File: src/rtl/delay_measure_ctrl.sv
// Delay-line measurement sequencer: settle chain input low, launch an edge, count cycles until it returns.
// Latency: launch rises SETTLE+1 cycles after start is sampled; result = chain delay + 2 (synchronizer).
// No backpressure: start is sampled only in IDLE, requests while busy are dropped. Option: DELAY_MINMAX_EN.
module delay_measure_ctrl #(
    parameter int CNT_W   = 32,
    parameter int TIMEOUT = 1024,
    parameter int SETTLE  = 4
) (
    input  logic             clk,
    input  logic             rst,
    input  logic             start,
    input  logic             path_in,
`ifdef DELAY_MINMAX_EN
    input  logic             stats_clr,
    output logic [CNT_W-1:0] min_cycles,
    output logic [CNT_W-1:0] max_cycles,
`endif
    output logic             launch,
    output logic             busy,
    output logic             done,
    output logic             timeout,
    output logic [CNT_W-1:0] meas_cycles
);

    localparam int STL_W = $clog2(SETTLE + 1);
    localparam logic [CNT_W-1:0] TMO     = CNT_W'(TIMEOUT);
    localparam logic [STL_W-1:0] STL_MAX = STL_W'(SETTLE);

    typedef enum logic [1:0] {
        S_IDLE,
        S_PREP,
        S_WAIT,
        S_DONE
    } state_t;

    state_t           state, state_nxt;
    logic [CNT_W-1:0] cnt, cnt_nxt;
    logic [STL_W-1:0] stl, stl_nxt;
    logic             launch_nxt;
    logic             busy_nxt;
    logic             done_nxt;
    logic             timeout_nxt;
    logic [CNT_W-1:0] meas_nxt;
    logic             sync1;
    logic             sync_q;

    // Two-flop synchronizer: path_in is asynchronous to clk.
    always_ff @(posedge clk or posedge rst) begin
        if (rst) begin
            sync1  <= 1'b0;
            sync_q <= 1'b0;
        end else begin
            sync1  <= path_in;
            sync_q <= sync1;
        end
    end

    // State, counters and all outputs are registered from the next-state logic.
    always_ff @(posedge clk or posedge rst) begin
        if (rst) begin
            state       <= S_IDLE;
            cnt         <= '0;
            stl         <= '0;
            launch      <= 1'b0;
            busy        <= 1'b0;
            done        <= 1'b0;
            timeout     <= 1'b0;
            meas_cycles <= '0;
        end else begin
            state       <= state_nxt;
            cnt         <= cnt_nxt;
            stl         <= stl_nxt;
            launch      <= launch_nxt;
            busy        <= busy_nxt;
            done        <= done_nxt;
            timeout     <= timeout_nxt;
            meas_cycles <= meas_nxt;
        end
    end

    // Next-state and output decode; cnt only increments below TMO so it saturates there.
    always_comb begin
        state_nxt   = state;
        cnt_nxt     = cnt;
        stl_nxt     = stl;
        launch_nxt  = launch;
        busy_nxt    = busy;
        done_nxt    = 1'b0;
        timeout_nxt = timeout;
        meas_nxt    = meas_cycles;
        case (state)
            S_IDLE: begin
                launch_nxt = 1'b0;
                busy_nxt   = 1'b0;
                if (start) begin
                    state_nxt = S_PREP;
                    cnt_nxt   = '0;
                    stl_nxt   = '0;
                    busy_nxt  = 1'b1;
                end
            end
            S_PREP: begin
                launch_nxt = 1'b0;
                if (stl == STL_MAX) begin
                    // Chain output has been low long enough: launch and restart the count.
                    state_nxt  = S_WAIT;
                    launch_nxt = 1'b1;
                    cnt_nxt    = '0;
                end else if (cnt == TMO) begin
                    // Chain output never went quiet; abort without launching.
                    state_nxt   = S_DONE;
                    done_nxt    = 1'b1;
                    timeout_nxt = 1'b1;
                    meas_nxt    = '0;
                end else begin
                    cnt_nxt = cnt + CNT_W'(1);
                    stl_nxt = sync_q ? '0 : stl + STL_W'(1);
                end
            end
            S_WAIT: begin
                if (sync_q) begin
                    state_nxt   = S_DONE;
                    done_nxt    = 1'b1;
                    timeout_nxt = 1'b0;
                    meas_nxt    = cnt;
                    launch_nxt  = 1'b0;
                end else if (cnt == TMO) begin
                    state_nxt   = S_DONE;
                    done_nxt    = 1'b1;
                    timeout_nxt = 1'b1;
                    meas_nxt    = TMO;
                    launch_nxt  = 1'b0;
                end else begin
                    cnt_nxt = cnt + CNT_W'(1);
                end
            end
            S_DONE: begin
                state_nxt  = S_IDLE;
                launch_nxt = 1'b0;
                busy_nxt   = 1'b0;
            end
            default: begin
                state_nxt  = S_IDLE;
                launch_nxt = 1'b0;
                busy_nxt   = 1'b0;
            end
        endcase
    end

`ifdef DELAY_MINMAX_EN
    logic stats_upd;
    assign stats_upd = (state == S_WAIT) && sync_q;

    // Running min/max of successful results; clear takes priority over a same-cycle update.
    always_ff @(posedge clk or posedge rst) begin
        if (rst) begin
            min_cycles <= '1;
            max_cycles <= '0;
        end else if (stats_clr) begin
            min_cycles <= '1;
            max_cycles <= '0;
        end else if (stats_upd) begin
            if (cnt < min_cycles) min_cycles <= cnt;
            if (cnt > max_cycles) max_cycles <= cnt;
        end
    end
`endif

endmodule

File: config.mk
export PLATFORM = sky130hd
export DESIGN_NAME = delay_measure_ctrl
export DESIGN_NICKNAME = d
export VERILOG_FILES = /design/src/rtl/delay_measure_ctrl.sv
export SDC_FILE = /design/constraint.sdc
export NUM_CORES = 1
export LEC_CHECK = 0
export BUFFER_PORTS_ARGS = -buffer_cell sky130_fd_sc_hd__buf_2
export CAP_MARGIN = 40
export CORE_ASPECT_RATIO = 1.75
export CORE_UTILIZATION = 61
export CTS_CLUSTER_DIAMETER = 40
export DETAILED_ROUTE_END_ITERATION = 10
export PLACE_DENSITY_LB_ADDON = 0.05
export SLEW_MARGIN = 15
export SYNTH_ARGS = -nofsm -noshare
export SYNTH_HDL_FRONTEND = slang
export SYNTH_SLANG_ARGS = --single-unit
File: constraint.sdc
create_clock -name clk -period 3.6 [get_ports clk]
set_input_delay 0.72 -clock clk [delete_from_list [all_inputs] [get_ports clk]]
set_output_delay 0.72 -clock clk [all_outputs]
set_load 0.005 [all_outputs]
==> impl_metrics.ini, run 1 <==
[clock_tree]
postCtsSetupRepairBufs = 0
numCtsBuffers = 9
clk_pin_slew_ns = 0.07
cts_tree = built
hold_buffers = 0
ctsResizeCount = 0
cts_buffer_depth = 2
cts.htree.levels = 3
clk_latency_ns = 0.35
clock-sinks = 75
cts_root_buf = clkbuf_8

[synthesis]
synthTopCellsByArea = dfrtp_1, mux2_4, and3_1, ha_1, a21oi_1
netlist_area_mm2 = 0.00396
synth_seq_cells = 75
synth.distinct_cells = 44
synth_top_area_share_pct = 47.4
ys_warn_count = 0
ys.flop_type = dfrtp_1
syn_inst = 369
synthArstFlopShare_pct = 100
seq_area_frac_synth_pct = 47.4
syn_nets = 383
synth_edf_count = 0
synth.largest_area_cell = dfrtp_1
postSynthAreaPerCell_um2 = 10.7

[worst_setup_path]
setup.worst_path.end_class = flip-flop
arrival_ns = 3.17
worstPathRequired_ns = 3.87
path_max_fanout = 12
crit_chain = inv_1 > ha_1 > nor2b_1 > nor3b_2 > o211ai_1 > buf_4 > or4_1 > a21oi_1
crit_slowest_cell = nor3b_2
start_kind = flip-flop
worstSetupPathType = reg2reg
slowest_delay_ns = 0.63

[finish]
final_cells = 492
final_util_pct = 70.2
antenna_cells = 0
syn_to_final_growth_pct = 10.4
mostFrequentLayoutCells = dfrtp_1, buf_2, and3_1, mux2_4
final_nets = 423
regArea_mm2 = 0.00188
nFillCells = 472
layout_commonest_cell = dfrtp_1
layout-drive-gt1-share_pct = 24.5
multiInputGateArea_mm2 = 0.00193
fin_area_mm2 = 0.00437

[sta]
hold_viol = 0
fin_crit_ns = 2.90
fmax_ghz = 0.345
fin_skew_ns = 0.00402
report.final.slew_viol_count = 0
rsz0062_at_grt = no
finalCritPeriodShare_pct = 80.6
relSlewSlack_pct = 49.7
finalSetupViolCount = 0
finalSetupTns_ns = 0
tightest_slew_ns = 0.751

[routing]
vias = 2998
dr.pass1.iters = 4
drtAntennaViolNets = 0
routed_wl_um = 8560
drt_iter0_drc = 215
vias_per_cell = 6.09
wl_per_cell_um = 17.4
drcViolationCount = 0

[floorplanning]
io_pins = 40
coreArea_mm2 = 0.00623
die-area_mm2 = 0.00683
die_h_um = 109
rows = 38
initial_core_util_pct = 63.5
die_w_um = 62.9

[power]
finalPower_uw = 2070
p_per_area_mw_per_mm2 = 474
ir_worst_vdd_mv = 0.355
leakage_uw = 0.00218

[worst_hold_path]
hold_class = reg2reg

[global_route]
grt_pass1_wl_um = 13900
antenna_found_initial = 0
grt-ovfl-total = 0
grt_use_total_pct = 27.1
grt_max_degree = 76
grt_pass1_vias = 2945

[placement]
gp_congestion = 0.889
place_area_mm2 = 0.00423
port_buffers = 39
dp_cells = 478
dp_hpwl_um = 6090

[run_status]
status = finished, final reports clean

[job]
maxCapViolCount = 0
[state kept, by name, summed over array words and instances (netlist names)]
| signal | count |
|---|---|
| sync1 | 1 |
| meas_cycles | 32 |
| done | 1 |
| cnt | 32 |
| timeout | 1 |
| state | 2 |
| sync_q | 1 |
| busy | 1 |
| stl | 3 |
| launch | 1 |
[Yosys cell counts, types with 5 or more instances]
cell type  count
dfrtp_1       75
and3_1        29
mux2_4        29
a21oi_1       24
nor2_1        24
o21ai_0       22
nand2_1       19
or3_1         17
inv_1         14
nand3_1       13
clkbuf_1      11
ha_1          10
nand4_1        8
o31ai_1        8
or4_1          7
xor2_1         7
nor4_1         6
nor3_1         5
[through the flow]
stage          worst slack [ns]  hold WS (ns)
2_1_floorplan             0.970         0.331
3_3_place_gp              0.814         0.336
3_5_place_dp              0.698         0.340
4_1_cts                   0.680         0.356
5_1_grt                   0.469         0.367
6_report                  0.700         0.354
[cells by family after synthesis]
kind of cell / Yosys count / share of synthesized area, %
simple gates: 141 / 20.7
flops: 75 / 47.4
compound gates: 69 / 10.8
mux: 34 / 12.4
buf+inv: 32 / 3.79
fa+ha+maj: 10 / 3.16
xor+xnor: 8 / 1.77
[report_power, final]
part / internal, uW / switching [uW] / leakage (uW)
combinational: 198 / 428 / 0.00107
clock: 244 / 275 / 0.0000706
sequential: 886 / 39.8 / 0.00104
total: 1330 / 743 / 0.00218
[worst max-delay path: cells and delay by family, from the launching register on]
family / cells / cell delay [ns]
fa+ha+maj: 1 / 0.28
buf+inv: 2 / 0.36
flops: 1 / 0.42
compound gates: 2 / 0.39
simple gates: 3 / 1.36
[final cells by class]
class                      instances  area share, %
tap                               80           2.29
multi-input combinational        262           44.2
inverter                          14           1.20
clock buffer                      14           3.26
sequential                        75           42.9
timing repair buffer              47           6.13
[layer usage]
| metal | part of all wire (%) | GRT usage [%] | up-vias | wire length, um |
|---|---|---|---|---|
| met5 | 0 | 0 | - | 0 |
| met4 | 2.6 | 16.4 | 0 | 223 |
| met3 | 3.4 | 5.38 | 18 | 292 |
| met2 | 54 | 46.9 | 70 | 4660 |
| met1 | 40 | 30.3 | 1482 | 3390 |
| li1 | - | - | 1428 | - |
[worst paths after layout]
kind                                      start                         end  slack (ns)  cells after the start
min                             sync1$_DFF_PP0_            sync_q$_DFF_PP0_        0.35                      0
max reg2reg                state[0]$_DFFE_PP0N_         cnt[24]$_DFFE_PP0P_        0.70                      8
min in group asynchronous                   rst  meas_cycles[5]$_DFFE_PP0P_        0.45                      3
max                        state[0]$_DFFE_PP0N_         cnt[24]$_DFFE_PP0P_        0.70                      8
min reg2reg                     sync1$_DFF_PP0_            sync_q$_DFF_PP0_        0.35                      0
max in group asynchronous                   rst         cnt[24]$_DFFE_PP0P_        2.84                      3
Note: power is estimated with default switching activity, not from simulation.
==> run 2, diff against run 1 <==
--- a/config.mk
+++ b/config.mk
@@ -8,7 +8,7 @@
 export BUFFER_PORTS_ARGS = -buffer_cell sky130_fd_sc_hd__buf_2
 export CAP_MARGIN = 40
 export CORE_ASPECT_RATIO = 1.75
-export CORE_UTILIZATION = 61
+export CORE_UTILIZATION = 53
 export CTS_CLUSTER_DIAMETER = 40
 export DETAILED_ROUTE_END_ITERATION = 10
 export PLACE_DENSITY_LB_ADDON = 0.05
==> constraint.sdc (replaced) <==
create_clock -name clk -period 2.44 [get_ports clk]
set_input_delay 0.488 -clock clk [delete_from_list [all_inputs] [get_ports clk]]
set_output_delay 0.488 -clock clk [all_outputs]
set_load 0.005 [all_outputs]
==> impl_metrics.ini, run 2 (synthesized netlist as in run 1, its figures left out) <==
[placement]
dp_hpwl_um = 6420
port_buffers = 39
gp_congestion = 0.875
dp_cells = 504
place_ws_ns = 0.100

[power]
power_frac_comb_pct = 29.9
p_per_area_mw_per_mm2 = 781
p_clk_share_pct = 33.9
p_switching_uw = 1220
switching_share_pct = 32.5
leakage_uw = 0.00243
seqPwrFrac_pct = 36.2
ir_worst_vdd_mv = 1.10
intPower_uw = 2540

[clock_tree]
numCtsBuffers = 9
clk_pin_slew_ns = 0.05
cts_tree = built
hold_buffers = 0
cts_buffer_depth = 2
clk_latency_ns = 0.34
clock-sinks = 75
cts_root_buf = clkbuf_16
cts.htree.levels = 3

[floorplanning]
die_w_um = 67.3
initial_core_util_pct = 54.7
die_h_um = 116
io_pins = 40
rows = 41
coreArea_mm2 = 0.00723
die-area_mm2 = 0.00783

[routing]
routed_wl_um = 9530
drtAntennaViolNets = 0
dr.pass1.iters = 4
drcViolationCount = 0
wl_per_cell_um = 18.0
vias = 3134
vias_per_cell = 5.92
drt_iter0_drc = 166

[finish]
syn_to_final_growth_pct = 21.7
nFillCells = 557
top_regs = cnt x32, meas_cycles x32, stl x3
mostFrequentLayoutCells = dfrtp_1, buf_2, buf_4
antenna_cells = 0
final_nets = 452
final_cells = 529
layout-drive-gt1-share_pct = 31.6
layout_commonest_cell = dfrtp_1

[sta]
fin_skew_ns = 0.00626
relSlewSlack_pct = 65.6
tightest_slew_ns = 0.511
worst_slack_ns = 0.0837
finalSetupTns_ns = 0
hold_viol = 0
fin_crit_ns = 2.36
report.final.slew_viol_count = 0
finalCritPeriodShare_pct = 96.6
fmax_ghz = 0.424
finalSetupViolCount = 0

[worst_setup_path]
arrival_ns = 2.56
rrSetupSlack_ns = 0.08
path_max_fanout = 8
setup.worst_path.end_class = flip-flop
worstSetupPathType = reg2reg
worstPathRequired_ns = 2.65
start_kind = flip-flop

[global_route]
gr-usage-met2_pct = 44.9
grt_pass1_wl_um = 14800
use_met1_pct = 30.3
grt-ovfl-total = 0
antenna_found_initial = 0
grt_max_degree = 62
grt_pass1_vias = 3022
grt_use_total_pct = 26.0
grt_use_met3_pct = 4.10
top_usage_layer = met2

[run_status]
status = finished, final reports clean

[worst_hold_path]
hold_class = in2async

[job]
maxCapViolCount = 0
[run 2: final cells by class]
cell class                 count  area, um^2  area share [%]
inverter                      14        52.6            1.09
multi-input combinational    262        1970            40.8
timing repair buffer          76         519            10.8
clock inverter                 1        5.00           0.104
clock buffer                  15         288            5.98
sequential                    75        1880            39.0
tap                           86         108            2.23
[run 2: what timing repair did]
| action | in CTS | in global routing |
|---|---|---|
| gates resized for setup | 0 | 9 |
| setup buffers | 0 | 8 |
| endpoints found under the setup margin | 0 | 8 |
[run 2: stage by stage]
step                utilization, %  hold slack, ns  power [uW]  instance area (um^2)
floorplan                        -           0.331        2080                  3960
global route                  66.6           0.146        3960                  4810
CTS                           65.0           0.119        3690                  4700
finish                        66.6           0.114        3760                  4810
detailed placement            61.0           0.341        2420                  4410
global placement              61.0           0.340        2390                  4410
[run 2: per-layer routing]
metal	vias up	routed length, um
met4	0	233
met3	16	272
li1	1483	-
met5	-	0
met1	1569	3840
met2	66	5180
[run 2: worst paths after layout]
kind                                     start                          to  cells past startpoint
max in group asynchronous                  rst         cnt[21]$_DFFE_PP0P_                      3
min reg2reg                    sync1$_DFF_PP0_            sync_q$_DFF_PP0_                      0
min in group clk                       path_in             sync1$_DFF_PP0_                      1
min                                        rst  meas_cycles[7]$_DFFE_PP0P_                      2
max                        cnt[15]$_DFFE_PP0P_          cnt[8]$_DFFE_PP0P_                      9
max reg2reg                cnt[15]$_DFFE_PP0P_          cnt[8]$_DFFE_PP0P_                      9
[run 2: power groups by stage]
stage / clock [uW] / sequential (uW) / combinational (uW)
2_1_floorplan: 0 / 1380 / 700
6_report: 1280 / 1360 / 1130
4_1_cts: 1290 / 1360 / 1030
5_1_grt: 1350 / 1360 / 1240
3_5_place_dp: 0 / 1380 / 1030
3_3_place_gp: 0 / 1380 / 1000
[run 2: critical path: stages (launching register included)]
cell,delay (ns)
dfrtp_1,0.43
nor4_2,0.44
nand4_4,0.21
buf_4,0.21
o211ai_1,0.28
clkbuf_16,0.22
buf_4,0.17
buf_4,0.12
or3_1,0.09
a21oi_1,0.05
==> run 3, diff against run 2 <==
--- a/config.mk
+++ b/config.mk
@@ -8,7 +8,7 @@
 export BUFFER_PORTS_ARGS = -buffer_cell sky130_fd_sc_hd__buf_2
 export CAP_MARGIN = 40
 export CORE_ASPECT_RATIO = 1.75
-export CORE_UTILIZATION = 53
+export CORE_UTILIZATION = 40
 export CTS_CLUSTER_DIAMETER = 40
 export DETAILED_ROUTE_END_ITERATION = 10
 export PLACE_DENSITY_LB_ADDON = 0.05
==> impl_metrics.ini, run 3 (synthesized netlist as in run 1, its figures left out) <==
[run_status]
status = finished, final reports clean

[global_route]
antenna_found_initial = 0
grt_max_degree = 35
grt_pass1_wl_um = 16400
grt_use_total_pct = 20.6
grt_pass1_vias = 3250
grt-ovfl-total = 0

[floorplanning]
die-area_mm2 = 0.0103
die_h_um = 134
rows = 47
initial_core_util_pct = 41.5
io_pins = 40
coreArea_mm2 = 0.00953
die_w_um = 77.2

[placement]
place_ws_ns = 0.124
place_area_mm2 = 0.00449
port_buffers = 39
dp_hpwl_um = 7050
gp_congestion = 0.827
dp_cells = 544

[job]
maxCapViolCount = 0

[clock_tree]
cts_buffer_depth = 2
hold_buffers = 0
clock-sinks = 75
cts_root_buf = clkbuf_16
clk_pin_slew_ns = 0.06
ctsResizeCount = 0
clk_latency_ns = 0.34
cts_tree = built
cts.htree.levels = 3
numCtsBuffers = 9
postCtsSetupRepairBufs = 0

[sta]
finalCritPeriodShare_pct = 93.7
tightest_slew_ns = 0.632
fmax_ghz = 0.437
hold_viol = 0
report.final.slew_viol_count = 0
rsz0062_at_grt = no
finalSetupViolCount = 0
finalSetupTns_ns = 0
whs_ns = 0.209
worst_slack_ns = 0.154
relSlewSlack_pct = 57.5
fin_crit_ns = 2.29
fin_skew_ns = 0.0108

[worst_setup_path]
start_kind = flip-flop
path_max_fanout = 7
worstSetupPathType = reg2reg
setup.worst_path.end_class = flip-flop
arrival_ns = 2.56
r2r-end = cnt[4]$_DFFE_PP0P_
crit_slowest_cell = or4_1
worstPathRequired_ns = 2.72
crit_chain = inv_1 > ha_1 > a21boi_2 > o21ai_0 > and2_0 > or4_1 > nand2_1
slowest_delay_ns = 0.50
rrSetupSlack_ns = 0.15
crit-reg2reg-launch = state[1]$_DFFE_PP0N_
ff2ff_path_depth = 7

[finish]
syn_to_final_growth_pct = 22.3
layout_commonest_cell = dfrtp_1
fin_area_mm2 = 0.00484
layout-drive-gt1-share_pct = 30.4
nFillCells = 910
top_regs = cnt x32, meas_cycles x32, stl x3
final_cells = 560
final_nets = 447
antenna_cells = 0
mostFrequentLayoutCells = dfrtp_1, buf_2, and3_1, mux2_4, buf_4

[routing]
drt_iter0_drc = 142
drtAntennaViolNets = 0
routed_wl_um = 9810
dr.pass1.iters = 4
drcViolationCount = 0
wl_per_cell_um = 17.5
vias = 3077
vias_per_cell = 5.49

[worst_hold_path]
hold_class = in2async

[power]
p_per_area_mw_per_mm2 = 816
ir_worst_vdd_mv = 0.685
leakage_uw = 0.00241
-- run 3: cell count changes in the layout (fill, tap and decap cells not counted), moves of 2 or more --
cell and delta:
nor4_2 -3, clkbuf_1 -2, buf_4 -4, nor4_1 +3, clkbuf_8 -3, bufinv_16 +3
-- run 3: worst max-delay path by stage --
stage,slack [ns],depth (start not counted),end,start
2_1_floorplan,0.04,1,busy$_DFFE_PP0P_,rst
3_3_place_gp,0.13,9,cnt[0]$_DFFE_PP0P_,cnt[1]$_DFFE_PP0P_
3_5_place_dp,0.12,7,cnt[0]$_DFFE_PP0P_,cnt[20]$_DFFE_PP0P_
4_1_cts,0.07,7,cnt[0]$_DFFE_PP0P_,cnt[20]$_DFFE_PP0P_
5_1_grt,0.006,7,cnt[4]$_DFFE_PP0P_,state[1]$_DFFE_PP0N_
6_report,0.15,7,cnt[4]$_DFFE_PP0P_,state[1]$_DFFE_PP0N_
-- run 3: layout make-up --
class / instances / area [um^2] / area share, %
clock inverter: 6 / 111 / 2.30
timing repair buffer: 71 / 473 / 9.78
clock buffer: 10 / 239 / 4.94
inverter: 14 / 52.6 / 1.09
tap: 122 / 153 / 3.15
multi-input combinational: 262 / 1930 / 40.0
sequential: 75 / 1880 / 38.8
-- run 3: worst max-delay path, delay by kind of cell (launching register included) --
family                   cells  cell delay, ns
AND/OR/NAND/NOR              3            0.81
AO/OA/AOI/OAI                2            0.54
flip-flops                   1            0.43
adder cells (fa/ha/maj)      1            0.31
buffers and inverters        1            0.14
-- run 3: power by group --
group / total [uW] / switching, uW / internal (uW)
Sequential: 1360 / 54.2 / 1310
Combinational: 1030 / 679 / 351
Clock: 1550 / 527 / 1030
-- run 3: routing by layer --
layer  up-vias  GRT usage, %  share of wire [%]
li1       1474             -                  -
met1      1539          23.2                 41
met2        50          37.8                 55
met3        14          3.77                2.1
met4         0          7.86                1.9
met5         -             0                  0
-- run 3: metrics by stage --
step / utilization [%] / total power [uW]
2_1_floorplan: - / 2080
3_3_place_gp: 47.1 / 2400
3_5_place_dp: 47.1 / 2420
4_1_cts: 50.8 / 3990
5_1_grt: 50.8 / 4150
6_report: 50.8 / 3950
